## src/rtl/branch_cdb.sv

```systemverilog
// ---------------------------------------------------------------------------
// branch_cdb
//   Branch-result broadcast stage sitting behind the branch ALU reservation
//   station. Each resolved branch is captured into a small FIFO and its RS
//   entry is retired with a one-cycle finish pulse. The PC/fetch unit drains
//   outcomes, in capture order, through a valid/ready handshake.
//
//   Optional feature macro: BRANCH_CDB_STATS_EN
//     When defined, saturating 16-bit taken/total counters are built.
//     When undefined, stat_taken/stat_total are tied to zero.
//
// Ports
//   clk          : clock, all state on the rising edge
//   rst          : asynchronous active-low reset
//   alu_valid    : branch ALU result valid this cycle
//   alu_rsnum    : RS index of the result
//   alu_result   : 1 = branch taken
//   alu_offset   : branch offset carried by the RS entry
//   finish       : one-cycle retire pulse back to the branch ALU
//   finish_rsnum : RS index being retired (holds last value when idle)
//   pc_valid     : FIFO head valid
//   pc_ready     : PC unit accepts the head
//   pc_taken     : head taken flag (0 when empty)
//   pc_offset    : head PC increment (0 when empty)
//   pending      : FIFO non-empty or finish in flight
//   count        : FIFO occupancy
//   stat_taken   : taken-branch counter
//   stat_total   : resolved-branch counter
// ---------------------------------------------------------------------------
module branch_cdb #(
    parameter int RS_W   = 3,
    parameter int ADDR_W = 32,
    parameter int DEPTH  = 4
) (
    input  logic                       clk,
    input  logic                       rst,
    input  logic                       alu_valid,
    input  logic [RS_W-1:0]            alu_rsnum,
    input  logic                       alu_result,
    input  logic [ADDR_W-1:0]          alu_offset,
    output logic                       finish,
    output logic [RS_W-1:0]            finish_rsnum,
    output logic                       pc_valid,
    input  logic                       pc_ready,
    output logic                       pc_taken,
    output logic [ADDR_W-1:0]          pc_offset,
    output logic                       pending,
    output logic [$clog2(DEPTH):0]     count,
    output logic [15:0]                stat_taken,
    output logic [15:0]                stat_total
);

    localparam int PTR_W = $clog2(DEPTH);
    localparam logic [PTR_W:0] FULL_CNT = (PTR_W + 1)'(DEPTH);
    localparam logic [ADDR_W-1:0] SEQ_INC = ADDR_W'(4);

    // Entry layout: {taken, offset}
    logic [ADDR_W:0]   mem [DEPTH];

    logic [PTR_W:0]    wr_ptr_reg;
    logic [PTR_W:0]    rd_ptr_reg;
    logic              finish_reg;
    logic [RS_W-1:0]   finish_rsnum_reg;

    logic [PTR_W:0]    count_int;
    logic              full;
    logic              empty;
    logic              pop;
    logic              dup;
    logic              push;
    logic [ADDR_W:0]   wr_entry;
    logic [ADDR_W:0]   head_entry;

    assign count_int = wr_ptr_reg - rd_ptr_reg;
    assign full      = (count_int == FULL_CNT);
    assign empty     = (count_int == '0);
    assign pop       = pc_valid & pc_ready;

    // A result matching the RS entry currently being retired is a
    // re-broadcast of something already captured; it must not be queued twice.
    assign dup  = finish_reg && (alu_rsnum == finish_rsnum_reg);

    // When full, a same-cycle pop frees the slot the push will reuse.
    assign push = alu_valid && (!full || pop) && !dup;

    // Not-taken branches advance the PC by one instruction.
    assign wr_entry = {alu_result, (alu_result ? alu_offset : SEQ_INC)};

    // ------------------------------------------------------------------
    // Pointers and finish pulse
    // ------------------------------------------------------------------
    always_ff @(posedge clk or negedge rst) begin
        if (!rst) begin
            wr_ptr_reg       <= '0;
            rd_ptr_reg       <= '0;
            finish_reg       <= 1'b0;
            finish_rsnum_reg <= '0;
        end else begin
            if (push) begin
                wr_ptr_reg <= wr_ptr_reg + 1'b1;
            end
            if (pop) begin
                rd_ptr_reg <= rd_ptr_reg + 1'b1;
            end
            finish_reg <= push;
            if (push) begin
                finish_rsnum_reg <= alu_rsnum;
            end
        end
    end

    // Storage carries no reset: stale contents are unreachable once the
    // pointers clear.
    always_ff @(posedge clk) begin
        if (push) begin
            mem[wr_ptr_reg[PTR_W-1:0]] <= wr_entry;
        end
    end

    assign head_entry = mem[rd_ptr_reg[PTR_W-1:0]];

    // ------------------------------------------------------------------
    // Outputs
    // ------------------------------------------------------------------
    assign pc_valid     = !empty;
    assign pc_taken     = empty ? 1'b0 : head_entry[ADDR_W];
    assign pc_offset    = empty ? '0 : head_entry[ADDR_W-1:0];
    assign finish       = finish_reg;
    assign finish_rsnum = finish_rsnum_reg;
    assign pending      = !empty || finish_reg;
    assign count        = count_int;

    // ------------------------------------------------------------------
    // Optional statistics
    // ------------------------------------------------------------------
`ifdef BRANCH_CDB_STATS_EN
    logic [15:0] stat_taken_reg;
    logic [15:0] stat_total_reg;

    always_ff @(posedge clk or negedge rst) begin
        if (!rst) begin
            stat_taken_reg <= '0;
            stat_total_reg <= '0;
        end else if (push) begin
            if (stat_total_reg != 16'hFFFF) begin
                stat_total_reg <= stat_total_reg + 16'd1;
            end
            if (alu_result && (stat_taken_reg != 16'hFFFF)) begin
                stat_taken_reg <= stat_taken_reg + 16'd1;
            end
        end
    end

    assign stat_taken = stat_taken_reg;
    assign stat_total = stat_total_reg;
`else
    assign stat_taken = '0;
    assign stat_total = '0;
`endif

endmodule

```

## config.mk

```make
export PLATFORM = sky130hd
export DESIGN_NAME = branch_cdb
export DESIGN_NICKNAME = d
export VERILOG_FILES = /design/src/rtl/branch_cdb.sv
export SDC_FILE = /design/constraint.sdc
export NUM_CORES = 1
export LEC_CHECK = 0
export ABC_CLOCK_PERIOD_IN_PS = 5600
export BUFFER_PORTS_ARGS = -buffer_cell sky130_fd_sc_hd__buf_4
export CAP_MARGIN = 20
export CORE_AREA = 2 2 135 137
export DETAILED_ROUTE_END_ITERATION = 16
export DIE_AREA = 0 0 137 139
export GPL_TIMING_DRIVEN = 0
export PLACE_DENSITY = 0.58
export SLEW_MARGIN = 30
export SYNTH_ARGS = -nofsm -noshare
export SYNTH_HDL_FRONTEND = slang
export SYNTH_SLANG_ARGS = --single-unit
```

## constraint.sdc

```tcl
create_clock -name clk -period 5.6 [get_ports clk]
set_clock_uncertainty 0.05 [all_clocks]
set_input_delay 0.56 -clock clk [delete_from_list [all_inputs] [get_ports clk]]
set_output_delay 0.56 -clock clk [all_outputs]
set_load 0.005 [all_outputs]
```

==> results of run 1 <==
-- final cells by class --
class                   instances  share of cell area
flip-flops and latches        142               0.546
well taps                     229              0.0371
repair buffers                 90              0.0930
plain buffers                  46              0.0386
clock buffers                  18              0.0556
multi-input cells             161               0.209
inverters                       5             0.00243
clock inverters                14              0.0185
-- power breakdown --
group | total [uW] | leakage [uW] | internal, uW | switching [uW]
clock | 1080 | 0.000266 | 653 | 427
combinational | 1770 | 0.00131 | 964 | 810
sequential | 1510 | 0.00135 | 1440 | 68.5
-- kinds of logic (layout without fill, tap and decap cells) --
group | Yosys count | after routing
flip-flops | 142 | 142
AND/OR/NAND/NOR | 75 | 75
buffers and inverters | 51 | 173
multiplexers | 38 | 38
XOR/XNOR | 8 | 8
adder cells (fa/ha/maj) | 7 | 7
other | 1 | 32
AO/OA/AOI/OAI | 1 | 1
-- stage by stage --
step / instances / util / worst slack (ps) / TNS (ps)
after global placement: 664 / 0.398 / -1470 / -49680
after detailed placement: 672 / 0.404 / 2270 / 0
final: 705 / 0.437 / 1890 / 0
after CTS: 705 / 0.437 / 1810 / 0
after floorplan: 354 / - / 928 / 0
after global routing: 705 / 0.437 / 1690 / 0
-- per-layer routing --
layer,vias to the layer above,part of all wire,global-route usage
met5,-,0,0
met4,0,0.011,0.0440
met3,13,0.054,0.0420
met2,94,0.51,0.216
met1,1554,0.43,0.155
li1,1435,-,-
-- worst paths after layout --
kind | cells past startpoint | slack [ps] | end | from
setup / recovery | 8 | 1890 | pc_offset[8] | wr_ptr_reg[0]
hold / removal | 2 | 340 | finish_rsnum[2] | alu_rsnum[2]
setup reg to reg | 10 | 2390 | mem[3][7] | wr_ptr_reg[0]
hold reg to reg | 1 | 450 | rd_ptr_reg[2] | rd_ptr_reg[2]
max in group asynchronous | 2 | 4890 | wr_ptr_reg[0] | rst
min in group asynchronous | 2 | 460 | rd_ptr_reg[1] | rst
-- synth_stat cells (2+ instances only) --
cell	number	area [um2]
mux4_2	33	743
mux2_2	4	45.0
clkbuf_1	10	37.5
buf_2	4	20.0
xnor2_1	6	52.6
dfrtp_1	10	250
buf_4	32	240
nand3_1	2	10.0
edfxtp_1	132	3960
and2_1	67	419
ha_1	6	75.1
inv_1	5	18.8
-- critical path: stages (launching register included) --
cell      delay [ps]
dfrtp_1          370
inv_1            110
ha_1             220
fa_1             370
xnor3_1          440
nand3_1          350
clkbuf_1         450
and2_1           250
buf_4            120
==> flow_metrics.env, run 1 <==
export IMPL_finalPower_uw=4360
export IMPL_synth_xor_area_share=0.0139
export IMPL_cts_max_level=4
export IMPL_largest_reg_flops=132
export IMPL_grt_max_degree=34
export IMPL_hold_slack_ps=341
export IMPL_hold_class="in2reg"
export IMPL_root_buffer="clkbuf_16"
export IMPL_ir_worst_vdd_uv=216
export IMPL_cts_inserted_buffers=17
export IMPL_grt_pass1_vias=3290
export IMPL_period_needed_ps=3710
export IMPL_synth_compound_area_frac=0.00457
export IMPL_post_cts_setup_buffers=0
export IMPL_critical_path_max_fanout=10
export IMPL_outcome="completed"
export IMPL_vias_per_cell=4.39
export IMPL_vias=3096
export IMPL_syn_cell_area_um2=6020
export IMPL_clock_latency_ps=420
export IMPL_power_leakage_uw=0.00292
export IMPL_async_flop_share=0.0704
export IMPL_drive_above_1_share=0.420
export IMPL_final_nets=510
export IMPL_ys_ff_latch=142
export IMPL_end_kind="primary output"
export IMPL_setup_worst_path_class="reg2out"
export IMPL_yosys_area_share_simple=0.0786
export IMPL_synth_fa_ha_area_frac=0.0158
export IMPL_critPathLaunchType="flop"
export IMPL_die_x_um=137
export IMPL_drt_wl_total_um=11700
export IMPL_place_congestion=0.663
export IMPL_drtAntennaViolNets=0
export IMPL_num_rows=49
export IMPL_antenna_found_initial=0
export IMPL_start_util=0.341
export IMPL_seq_area_frac_synth=0.700
export IMPL_drt_initial_drc_count=184
export IMPL_die_h_um=139
export IMPL_cts_resized=0
export IMPL_final_cell_mix="132 x edfxtp_1, 119 x buf_4, 64 x and2_1"
export IMPL_hold_viol=0
export IMPL_arrival_ps=3100
export IMPL_design_area_um2=7720
export IMPL_layout_commonest_cell="edfxtp_1"
export IMPL_wl_per_cell_um=16.6
export IMPL_worstMarginPinSlew_ps=706
export IMPL_cts_tree="built"
export IMPL_synthDistinctLibCells=24
export IMPL_overflow=0
export IMPL_maxCapViolations=0
export IMPL_ys_warnings_count=0
export IMPL_final_period_utilization=0.663
export IMPL_finalSetupViolCount=0
export IMPL_max_slew_margin_rel=0.530
export IMPL_clk_pin_slew_ps=60
export IMPL_multiInputGateArea_um2=1610
export IMPL_dp_hpwl_um=7660
export IMPL_grt_pass1_wl_um=17800
export IMPL_rsz0062_at_grt="false"
export IMPL_io_pins=114
export IMPL_cts_buffer_depth=2
export IMPL_hold_buffers=1
export IMPL_grtUsageTotal=0.129
export IMPL_die_area_um2=19000
export IMPL_clock_sinks=142
export IMPL_yosys_mux_area_fraction=0.133
export IMPL_antenna_cells=0
export IMPL_netlist_instances=323
export IMPL_cp_required_ps=4990
export IMPL_drv_slew=0
export IMPL_drcViolationCount=0
export IMPL_firstDrtPassIters=4
export IMPL_p_per_area_nw_per_um2=565
export IMPL_seqCellArea_um2=4210
export IMPL_synthFlopType="edfxtp_1"
export IMPL_io_buffers=81
export IMPL_avgSynthCellArea_um2=18.6
export IMPL_nFillCells=1604
export IMPL_placed_cell_area_um2=7140
export IMPL_coreArea_um2=17700
export IMPL_synth_edf_count=132
export IMPL_max_freq_ghz=0.269
export IMPL_synth_top_family_by_area="multiplexers"
export IMPL_area_growth_pct=28.3
No activity file was read; power rests on OpenSTA's default activity.
==> inputs of run 2 (changes only) <==
--- a/config.mk
+++ b/config.mk
@@ -5,14 +5,14 @@
 export SDC_FILE = /design/constraint.sdc
 export NUM_CORES = 1
 export LEC_CHECK = 0
-export ABC_CLOCK_PERIOD_IN_PS = 5600
+export ABC_CLOCK_PERIOD_IN_PS = 3300
 export BUFFER_PORTS_ARGS = -buffer_cell sky130_fd_sc_hd__buf_4
 export CAP_MARGIN = 20
 export CORE_AREA = 2 2 135 137
 export DETAILED_ROUTE_END_ITERATION = 16
 export DIE_AREA = 0 0 137 139
 export GPL_TIMING_DRIVEN = 0
-export PLACE_DENSITY = 0.58
+export PLACE_DENSITY = 0.6
 export SLEW_MARGIN = 30
 export SYNTH_ARGS = -nofsm -noshare
 export SYNTH_HDL_FRONTEND = slang
==> constraint.sdc (replaced) <==
create_clock -name clk -period 3.3 [get_ports clk]
set_clock_uncertainty 0.05 [all_clocks]
set_input_delay 0.33 -clock clk [delete_from_list [all_inputs] [get_ports clk]]
set_output_delay 0.33 -clock clk [all_outputs]
set_load 0.005 [all_outputs]
==> run 2 against run 1 <==
Net effect:
- clock power up 86%
- non-clock buffer count is 5 lower
- sequential share of layout area down 0.14 points
- sequential cell count unchanged
- global-route usage is 0.17 points higher
- critical endpoint is now pc_offset[20]
- register-to-register slack lost 2100 ps
- setup slack got worse by 1700 ps
- final area is 0.26% higher
- via count fell by 0.13%
- first-iteration DRC count fell by 7.6%
- hold slack got worse by 220 ps
==> flow_metrics.env, run 2 (same netlist as run 1, synthesis figures left out) <==
export IMPL_critPathLaunchType="flop"
export IMPL_hold_start="alu_rsnum[0]"
export IMPL_num_rows=49
export IMPL_path_cells="inv_1 > ha_1 > fa_1 > xnor3_2 > nand3_4 > clkbuf_2 > and2_1 > buf_4"
export IMPL_coreArea_um2=17700
export IMPL_max_freq_ghz=0.320
export IMPL_max_slew_margin_rel=0.545
export IMPL_finalSetupViolCount=0
export IMPL_final_cell_mix="132 x edfxtp_1, 113 x buf_4, 64 x and2_1"
export IMPL_grt_use_met3=0.0406
export IMPL_instances_no_fill=700
export IMPL_final_util=0.438
export IMPL_hold_depth=2
export IMPL_die_h_um=139
export IMPL_clock_latency_ps=410
export IMPL_final_period_utilization=0.947
export IMPL_drv_slew=0
export IMPL_crit_family="adder cells"
export IMPL_cts_max_level=4
export IMPL_cts_inserted_buffers=17
export IMPL_period_needed_ps=3130
export IMPL_drcViolationCount=0
export IMPL_post_cts_setup_buffers=0
export IMPL_io_pins=114
export IMPL_drt_initial_drc_count=170
export IMPL_seqCellArea_um2=4210
export IMPL_io_buffers=81
export IMPL_r2r_setup_slack_ps=300
export IMPL_root_buffer="clkbuf_16"
export IMPL_grt_max_degree=34
export IMPL_drtAntennaViolNets=0
export IMPL_r2r_cells=8
export IMPL_hold_viol=0
export IMPL_setup_worst_path_class="reg2out"
export IMPL_gr_usage_met2=0.209
export IMPL_largest_reg_flops=132
export IMPL_die_x_um=137
export IMPL_drive_above_1_share=0.418
export IMPL_grtUsageTotal=0.131
export IMPL_firstDrtPassIters=5
export IMPL_ir_worst_vdd_uv=381
export IMPL_clk_pin_slew_ps=50
export IMPL_nFillCells=1591
export IMPL_p_per_area_nw_per_um2=983
export IMPL_grt_busiest_layer="met2"
export IMPL_grt_pass1_wl_um=18100
export IMPL_maxCapViolations=0
export IMPL_wl_per_cell_um=16.6
export IMPL_critical_path_max_fanout=10
export IMPL_use_met1=0.170
export IMPL_overflow=0
export IMPL_antenna_found_initial=0
export IMPL_slowest_delay_ps=450
export IMPL_worstMarginPinSlew_ps=682
export IMPL_hold_class="in2reg"
export IMPL_arrival_ps=2750
export IMPL_vias=3092
export IMPL_hold_slack_ps=123
export IMPL_place_inst=667
export IMPL_rsz0062_at_grt="false"
export IMPL_grt_pass1_vias=3249
export IMPL_end_kind="primary output"
export IMPL_critPathBufInv=3
export IMPL_hold_path_end="finish_rsnum[0]"
export IMPL_slowest_stage="xnor3_2"
export IMPL_start_util=0.341
export IMPL_multiInputGateArea_um2=1640
export IMPL_vias_per_cell=4.42
export IMPL_final_nets=505
export IMPL_layout_commonest_cell="edfxtp_1"
export IMPL_dp_hpwl_um=7400
export IMPL_drt_wl_total_um=11600
export IMPL_cts_buffer_depth=2
export IMPL_rr_startpoint="wr_ptr_reg[0]"
export IMPL_cp_required_ps=2920
export IMPL_clock_sinks=142
export IMPL_area_growth_pct=28.6
export IMPL_outcome="completed"
export IMPL_antenna_cells=0
export IMPL_cts_tree="built"
export IMPL_place_congestion=0.667
export IMPL_die_area_um2=19000
export IMPL_power_leakage_uw=0.00293
export IMPL_timing_rr_end="mem[3][7]"
## run 2: changes by cell type in the layout (fill, tap and decap cells not counted), moves of 3 or more
cell        change
buf_4           -6
bufinv_16       +3
clkbuf_2        +3
clkinvlp_4      -3
## run 2: worst reg2reg max path: stages, from the launching register on
cell     delay, ps
dfrtp_1        370
inv_1          110
ha_1           220
fa_1           360
xnor3_2        470
o41ai_4        140
nor3b_4        570
buf_8          230
buf_6          180
## run 2: power by group
| part | internal (uW) | leakage [uW] | total (uW) | switching (uW) |
|---|---|---|---|---|
| Clock | 1330 | 0.000299 | 2010 | 682 |
| Combinational | 1630 | 0.00129 | 3030 | 1400 |
| Sequential | 2440 | 0.00135 | 2560 | 115 |
| Total | 5400 | 0.00293 | 7610 | 2200 |
## run 2: worst max-delay path by stage
stage,startpoint,slack (ps),depth (start not counted),to
floorplan,wr_ptr_reg[0],260,7,mem[0][0]
global placement,wr_ptr_reg[0],-610,6,mem[3][8]
detailed placement,wr_ptr_reg[0],190,8,pc_offset[20]
CTS,wr_ptr_reg[0],80,8,pc_offset[20]
global route,wr_ptr_reg[0],10,8,pc_offset[20]
finish,wr_ptr_reg[0],170,8,pc_offset[20]
## run 2: what timing repair did
item                                   in CTS  in global routing
setup endpoints to repair                  31                 28
gates resized for setup                     5                  1
hold buffers                                1                  0
endpoints found under the hold margin      10                  0
## run 2: per-layer routing
| layer | wire, um | vias to the layer above | part of all wire |
|---|---|---|---|
| met5 | 0 | - | 0 |
| met4 | 123 | 0 | 0.011 |
| met3 | 667 | 10 | 0.057 |
| met2 | 5640 | 103 | 0.48 |
| met1 | 5220 | 1550 | 0.45 |
| li1 | - | 1429 | - |
## run 2: cell type report
| type | count | area share |
|---|---|---|
| Buffer | 46 | 0.0390 |
| Clock buffer | 19 | 0.0559 |
| Clock inverter | 13 | 0.0252 |
| Inverter | 5 | 0.00242 |
| Multi-Input combinational cell | 161 | 0.211 |
| Sequential cell | 142 | 0.544 |
| Tap cell | 229 | 0.0370 |
| Timing Repair Buffer | 85 | 0.0847 |
## run 2: per-stage QoR
step           worst slack (ps)  instance area [um2]  TNS, ps  total power (uW)
3_3_place_gp               -605                 7040   -78760              5610
6_report                    174                 7740        0              7610
3_5_place_dp                187                 7080        0              5680
4_1_cts                    76.8                 7740        0              7750
5_1_grt                    12.5                 7740        0              8080
2_1_floorplan               262                 6140        0              4220
